$ cat src/rtl/branch_ctl.sv
// Branch control for the fetch unit: program-state FSM, registered compare flag,
// branch-target LUT and saturating taken-branch counter.
module branch_ctl #(
  parameter int  LUT_DEPTH = 8,
  parameter int  PC_W      = 10,
  parameter int  DATA_W    = 8,
  parameter int  CNT_W     = 16,
  localparam int IDX_W     = $clog2(LUT_DEPTH)
) (
  input  logic              CLK,
  input  logic              Init_n,
  input  logic              Start,
  input  logic              Halt_in,
  input  logic              Cmp_en,
  input  logic [1:0]        Cmp_op,
  input  logic [DATA_W-1:0] Cmp_a,
  input  logic [DATA_W-1:0] Cmp_b,
  input  logic              Br_req,
  input  logic [IDX_W-1:0]  Br_idx,
  input  logic              Lut_we,
  input  logic [IDX_W-1:0]  Lut_waddr,
  input  logic [PC_W-1:0]   Lut_wdata,
  output logic              Branch_en,
  output logic              FLAG_OUT,
  output logic [PC_W-1:0]   Target,
  output logic [1:0]        ProgState,
  output logic [CNT_W-1:0]  Taken_cnt
);

  typedef enum logic [1:0] {
    IDLE   = 2'b00,
    RUN    = 2'b01,
    HALTED = 2'b10
  } state_e;

  typedef enum logic [1:0] {
    OP_EQ = 2'b00,
    OP_NE = 2'b01,
    OP_LT = 2'b10,
    OP_GE = 2'b11
  } cmp_op_e;

  state_e             state_q, state_d;
  logic               flag_q, flag_d;
  logic [CNT_W-1:0]   cnt_q, cnt_d;
  logic [PC_W-1:0]    lut_q [LUT_DEPTH];
  logic               cmp_res;
  logic               run_start;
  logic               rd_ok, wr_ok;

  // Index range checks only exist when the depth leaves unused index codes.
  if (LUT_DEPTH == (1 << IDX_W)) begin : g_full_range
    assign rd_ok = 1'b1;
    assign wr_ok = 1'b1;
  end else begin : g_part_range
    assign rd_ok = (Br_idx    < IDX_W'(LUT_DEPTH));
    assign wr_ok = (Lut_waddr < IDX_W'(LUT_DEPTH));
  end

  always_comb begin
    cmp_res = 1'b0;
    unique case (cmp_op_e'(Cmp_op))
      OP_EQ: cmp_res = (Cmp_a == Cmp_b);
      OP_NE: cmp_res = (Cmp_a != Cmp_b);
      OP_LT: cmp_res = (Cmp_a <  Cmp_b);
      OP_GE: cmp_res = (Cmp_a >= Cmp_b);
      default: cmp_res = 1'b0;
    endcase
  end

  // Branch_en and Target are combinational so fetch samples them on this edge.
  assign Branch_en = Br_req && (state_q == RUN);
  assign Target    = rd_ok ? lut_q[Br_idx] : '0;
  assign FLAG_OUT  = flag_q;
  assign ProgState = state_q;
  assign Taken_cnt = cnt_q;

  assign run_start = (state_q == HALTED) && Start;

  // NOTE: every output of a combinational block gets a default first, so no
  // path through the case statement can leave a value held and infer a latch.
  always_comb begin
    state_d = state_q;
    flag_d  = flag_q;
    cnt_d   = cnt_q;
    unique case (state_q)
      IDLE:    if (Start)   state_d = RUN;
      RUN:     if (Halt_in) state_d = HALTED;
      HALTED:  if (Start)   state_d = RUN;
      default: state_d = IDLE;
    endcase
    if (run_start) begin
      flag_d = 1'b0;
      cnt_d  = '0;
    end else begin
      if (Cmp_en && (state_q == RUN)) flag_d = cmp_res;
      // Uses the pre-edge flag, so a same-cycle compare affects later branches only.
      if (Branch_en && flag_q && (cnt_q != '1)) cnt_d = cnt_q + 1'b1;
    end
  end

  // NOTE: state registers use non-blocking assignment so every flop samples
  // pre-edge values regardless of process evaluation order.
  always_ff @(posedge CLK or negedge Init_n) begin
    if (!Init_n) begin
      state_q <= IDLE;
      flag_q  <= 1'b0;
      cnt_q   <= '0;
    end else begin
      state_q <= state_d;
      flag_q  <= flag_d;
      cnt_q   <= cnt_d;
    end
  end

  // NOTE: the LUT is built from resettable flops rather than a RAM macro because
  // every entry must read 0 immediately after reset.
  always_ff @(posedge CLK or negedge Init_n) begin
    if (!Init_n) begin
      for (int i = 0; i < LUT_DEPTH; i++) lut_q[i] <= '0;
    end else if (Lut_we && wr_ok) begin
      lut_q[Lut_waddr] <= Lut_wdata;
    end
  end

endmodule

$ cat config.mk
export PLATFORM = sky130hd
export DESIGN_NAME = branch_ctl
export DESIGN_NICKNAME = d
export VERILOG_FILES = /design/src/rtl/branch_ctl.sv
export SDC_FILE = /design/constraint.sdc
export NUM_CORES = 1
export LEC_CHECK = 0
export CAP_MARGIN = 30
export CORE_ASPECT_RATIO = 0.75
export CORE_UTILIZATION = 55
export DETAILED_ROUTE_END_ITERATION = 6
export PLACE_DENSITY = 0.81
export SYNTH_ARGS = -nofsm -noshare
export SYNTH_HDL_FRONTEND = slang
export SYNTH_SLANG_ARGS = --single-unit
$ cat constraint.sdc
create_clock -name CLK -period 3.7 [get_ports CLK]
set_clock_uncertainty 0.1 [all_clocks]
set_input_delay 0.74 -clock CLK [delete_from_list [all_inputs] [get_ports CLK]]
set_output_delay 0.74 -clock CLK [all_outputs]
set_load 0.01 [all_outputs]
==> reports/qor.yml, run 1 <==
yosys:
  synth_ff_type: "dfrtp_1"
  avgSynthCellArea_um2: 13.9
  syn-num-nets: 402
  ys_seq_area_share_pct: 50.6
  yosysUniqueCellTypes: 44
  syn-instance-count: 352
  netlist.area_leader.share_pct: 50.6
  ys_ff_latch: 99
  yosysWarningCount: 0
  synth-async-reset-ratio_pct: 100
  synth_top_area_cell: "dfrtp_1"
  synth_edf_count: 0
  synthTopCellsByArea: "dfrtp_1 (51%), mux2_2 (21%), mux4_2 (9.2%)"
  syn_area_um2: 4890
power_and_ir_drop:
  seq_power_share_pct: 46.8
  p_leak_uw: 0.00260
  p_sw_share_pct: 25.8
  netSwitchingPower_uw: 785
  clkPwrFrac_pct: 30.9
  ir_drop_mv: 0.497
  power_frac_comb_pct: 22.2
  p_int_uw: 2260
  powerDensity_nw_per_um2: 501
placed_design:
  dp_cells: 528
  io_buffers: 70
  place.gp.congestion: 0.884
  post-dp-hpwl_um: 7050
die:
  die_area_um2: 9280
  start_util_pct: 57.4
  design.core.area_um2: 8530
  die_w_um: 111
  die_h_um: 83.7
  rows: 29
  ios: 71
final_layout:
  syn_to_final_growth_pct: 24.3
  layout-drive-gt1-share_pct: 34.2
  fin_cells: 544
  fin_util_pct: 71.3
  n_fill_cell: 589
  antennaDiodeCount: 0
  final_nets: 481
clock_network:
  insertion_delay_ns: 0.35
  cts_hold_buffers: 0
  numCtsBuffers: 9
  clk_transition_reported_paths_ns: 0.06
  cts-root-buf: "clkbuf_16"
  cts_resized: 0
  cts_tree: "yes"
  cts.sinks: 99
  h-tree-depth: 3
  cts_max_path_buffers: 2
  cts_setup_buffers: 0
detailed_routing:
  num_vias: 3180
  drcViolationCount: 0
  drtIter0Drc: 170
  wl_per_cell_um: 18.8
  drtAntennaViolNets: 0
  firstDrtPassIters: 4
  vias_per_cell: 5.85
  wl_um: 10200
sta:
  fmax_ghz: 0.276
  hold_slack_ns: 0.360
  period_needed_ns: 3.62
  slew_headroom_pct: 48.5
  period_share_pct: 97.9
  finalSetupViolations: 0
  setup-tns-final_ns: 0
  hold_viol_final: 0
  rsz0062_at_grt: "false"
  tightest_slew_ns: 0.772
  drv_slew: 0
global_routing:
  grt_pass1_wl_um: 17300
  grt_pass1_vias: 3377
  grt_overflow: 0
  antenna_found_initial: 0
  track_usage_pct: 24.3
  grt_max_degree: 64
job:
  cap_violations: 0
critical_path:
  cp_max_fo: 20
  crit_type: "in2out"
  worst_ep_required_time_ns: 2.86
  end_kind: "output port"
  critPathArrivalTime_ns: 2.78
  cpPeakStageDelay_ns: 0.52
  critPathLaunchType: "input pin"
  cpMostUsedCell: "clkdlybuf4s50_1"
  cp_cell_sequence: "clkdlybuf4s50_1 -> buf_12 -> mux4_2 -> mux2_2 -> clkdlybuf4s50_1"
  cpMaxStageDelayCell: "mux4_2"
status:
  status: "finished, final reports clean"
worst_hold_path:
  hp-class: "in2async"
[per-layer routing]
metal  share of wire (%)  GRT usage [%]  up-vias  wire [um]
li1                    -              -     1474          -
met1                  47           33.7     1625       4800
met2                  48           38.1       63       4940
met3                 3.7           6.68       18        374
met4                 1.3           6.30        0        131
met5                   0              0        -          0
[cell type report]
type | count | area (um^2) | share of cell area (%)
clock buffer | 10 | 229 | 3.77
clock inverter | 6 | 73.8 | 1.21
inverter | 12 | 45.0 | 0.741
multi-input combinational | 226 | 2300 | 37.8
sequential | 99 | 2480 | 40.7
tap | 108 | 135 | 2.22
timing repair buffer | 83 | 821 | 13.5
[metrics by stage]
stage          setup WS, ns  area (um^2)  power [uW]
6_report             0.0772         6080        3050
3_3_place_gp          0.109         5780        2080
3_5_place_dp         0.0797         5780        2120
4_1_cts              0.0651         6080        3070
2_1_floorplan          1.04         4890        1820
5_1_grt              0.0183         6080        3200
[power groups by stage]
stage / registers (uW) / logic (uW) / clock network, uW
final: 1430 / 677 / 942
after global routing: 1450 / 732 / 1010
after CTS: 1430 / 686 / 956
after detailed placement: 1440 / 679 / 0
after global placement: 1430 / 650 / 0
after floorplan: 1410 / 419 / 0
[flip-flops by register name (all words and copies together) (netlist names)]
signal	count
Taken_cnt	16
ProgState	2
FLAG_OUT	1
lut_q	80
[worst max-delay path, delay by kind of cell]
kind | cells | cell delay (ns)
buf+inv | 3 | 1.20
mux | 2 | 0.82
[cell usage after synthesis (2+ instances only)]
cell / n
dfrtp_1: 99
mux2_2: 91
mux4_2: 20
nand2_1: 18
nor2_1: 15
inv_1: 12
ha_1: 9
nand4_1: 7
a21oi_1: 6
buf_2: 6
clkbuf_1: 6
mux2i_1: 6
o21ai_0: 6
xnor2_1: 4
and4_1: 3
nand3_1: 3
nand4b_1: 3
nor2b_1: 3
xor2_1: 3
a211oi_1: 2
and2_1: 2
buf_1: 2
nand2b_1: 2
nor3b_1: 2
o2111ai_1: 2
o211ai_1: 2
[worst paths after layout]
path                                           from                        end  slack (ns)  depth (start not counted)
min reg2reg                   lut_q[14]$_DFFE_PN0P_      lut_q[14]$_DFFE_PN0P_        0.41                          1
max reg2reg                ProgState[1]$_DFFE_PN0P_  Taken_cnt[13]$_DFFE_PN0P_        1.62                          5
min                                          Init_n      lut_q[34]$_DFFE_PN0P_        0.36                          1
max in group asynchronous                    Init_n      lut_q[43]$_DFFE_PN0P_        2.37                          2
max                                       Br_idx[0]                  Target[3]        0.08                          5
min in group CLK              lut_q[14]$_DFFE_PN0P_      lut_q[14]$_DFFE_PN0P_        0.41                          1
[layout by cell type (no fill, tap or decap), types with 4 or more instances in the layout]
master,n
dfrtp_1,99
mux2_2,91
clkdlybuf4s50_1,69
mux4_2,20
nand2_1,18
nor2_1,15
inv_1,12
buf_4,12
ha_1,9
clkbuf_16,9
nand4_1,7
mux2i_1,6
a21oi_1,6
o21ai_0,6
xnor2_1,4
[kinds of logic after synthesis]
logic type / Yosys count / share of synthesized area (%)
flops: 99 / 50.6
buf+inv: 27 / 2.38
mux: 117 / 31.4
fa+ha+maj: 9 / 2.30
compound gates: 25 / 3.96
simple gates: 68 / 8.08
xor+xnor: 7 / 1.25
Power figures use the tool's default switching activity.
==> run 2: changes to the inputs <==
Settings changed: CORE_UTILIZATION 55 to 59, HOLD_SLACK_MARGIN from default to 0.05, PLACE_DENSITY 0.81 to 0.86.
==> run 2 against run 1 <==
Compared with the run above:
- wire length increased by 0.50%
- highest routed layer unchanged
- count of clock-buffer cells in the layout decreased by 1
- maximum frequency increased by 0.81%
- largest power group unchanged
- global-route usage increased by 2.3 points
- critical path type unchanged
==> reports/qor.yml, run 2 (same netlist as run 1, synthesis figures left out) <==
placed_design:
  place.gp.congestion: 0.808
  io_buffers: 70
  pre_cts_slack_ns: 0.108
  post-dp-hpwl_um: 7140
  dp_cells: 524
final_layout:
  layout_commonest_cell: "dfrtp_1"
  layout-drive-gt1-share_pct: 34.3
  largest_register_ffs: 80
  fin_util_pct: 74.7
  regMostFlops: "lut_q"
  fin_cells: 540
  antennaDiodeCount: 0
  syn_to_final_growth_pct: 21.5
  mostFrequentLayoutCells: "dfrtp_1 (99), mux2_2 (91), clkdlybuf4s50_1 (69)"
  final_nets: 480
die:
  die_w_um: 107
  ios: 71
  design.core.area_um2: 7950
  rows: 28
  start_util_pct: 61.5
  die_h_um: 80.9
  die_area_um2: 8660
global_routing:
  grt_use_met1_pct: 35.1
  met3_usage_pct: 7.06
  grt_overflow: 0
  track_usage_pct: 26.6
  grt_pass1_wl_um: 17000
  grt_pass1_vias: 3343
  antenna_found_initial: 0
  grt_use_met2_pct: 43.1
  grt_max_degree: 63
  grt.busiest_layer: "met2"
clock_network:
  cts_max_path_buffers: 2
  cts_resized: 0
  cts-root-buf: "clkbuf_8"
  numCtsBuffers: 9
  cts.sinks: 99
  insertion_delay_ns: 0.36
  clk_transition_reported_paths_ns: 0.10
  cts_tree: "yes"
  h-tree-depth: 3
  cts_setup_buffers: 0
  cts_hold_buffers: 0
sta:
  tightest_slew_ns: 0.776
  fin_ws_ns: 0.106
  hold_viol_final: 0
  finalSetupViolations: 0
  fmax_ghz: 0.278
  slew_headroom_pct: 48.3
  period_share_pct: 97.1
  rsz0062_at_grt: "false"
  drv_slew: 0
  period_needed_ns: 3.59
  setup-tns-final_ns: 0
power_and_ir_drop:
  powerDensity_nw_per_um2: 459
  ir_drop_mv: 0.357
  power_frac_comb_pct: 24.8
  p_leak_uw: 0.00253
  seq_power_share_pct: 52.2
  netSwitchingPower_uw: 754
  p_sw_share_pct: 27.6
  clkPwrFrac_pct: 23.0
  p_int_uw: 1970
critical_path:
  reg2reg_to: "Taken_cnt[13]$_DFFE_PN0P_"
  rr_startpoint: "ProgState[1]$_DFFE_PN0P_"
  end_kind: "output port"
  r2r_slack_ns: 1.58
  critPathArrivalTime_ns: 2.75
  rr_worst_depth: 5
  worst_ep_required_time_ns: 2.86
  crit_type: "in2out"
  cp_max_fo: 20
  critPathLaunchType: "input pin"
detailed_routing:
  wl_per_cell_um: 19.1
  vias_per_cell: 5.96
  drcViolationCount: 0
  wl_um: 10300
  firstDrtPassIters: 4
  drtAntennaViolNets: 0
  num_vias: 3221
  drtIter0Drc: 164
status:
  status: "finished, final reports clean"
worst_hold_path:
  hp-class: "in2async"
job:
  cap_violations: 0
==> run 2: cell types whose count changed in the layout (fill, tap and decap cells not counted) <==
cell,delta
buf_4,-1
bufinv_16,-1
clkbuf_1,-1
clkbuf_16,-9
clkbuf_8,+9
clkinv_2,+1
clkinv_4,-1
clkinvlp_4,+3
inv_6,-1
==> run 2: power groups by stage <==
stage          sequential (uW)  combinational (uW)  clock, uW
2_1_floorplan             1410                 419          0
3_3_place_gp              1430                 649          0
3_5_place_dp              1440                 678          0
4_1_cts                   1420                 683        643
5_1_grt                   1450                 734        679
6_report                  1420                 677        627
==> run 2: area by class of cell <==
| class | count | area [um^2] |
|---|---|---|
| Sequential cell | 99 | 2480 |
| Fill cell | 489 | 2010 |
| Multi-Input combinational cell | 226 | 2300 |
| Tap cell | 105 | 131 |
| Inverter | 12 | 45.0 |
| Timing Repair Buffer | 82 | 813 |
| Clock buffer | 9 | 124 |
| Clock inverter | 7 | 53.8 |
==> run 2: how the worst max path moves through the flow <==
| stage | endpoint | startpoint |
|---|---|---|
| final | Target[7] | Br_idx[0] |
| after global routing | Target[6] | Br_idx[0] |
| after CTS | Target[7] | Br_idx[0] |
| after detailed placement | Target[4] | Br_idx[0] |
| after global placement | Target[4] | Br_idx[0] |
| after floorplan | Target[0] | Br_idx[0] |
==> run 2: worst max-delay path, stage by stage <==
cell and delay, ns:
clkdlybuf4s50_1 0.50, buf_12 0.21, mux4_2 0.52, mux2_2 0.29
clkdlybuf4s50_1 0.48
==> run 2: metal layers <==
layer,vias up,wire (um),share of wire (%)
li1,1463,-,-
met1,1673,4560,44
met2,65,5080,49
met3,20,493,4.8
met4,0,162,1.6
met5,-,0,0
==> run 2: through the flow <==
stage / area, um^2 / hold slack, ns / power [uW]
after CTS: 5940 / 0.361 / 2750
after detailed placement: 5770 / 0.389 / 2120
final: 5940 / 0.337 / 2730
after global routing: 5940 / 0.395 / 2860
after global placement: 5770 / 0.384 / 2080
after floorplan: 4890 / 0.344 / 1820
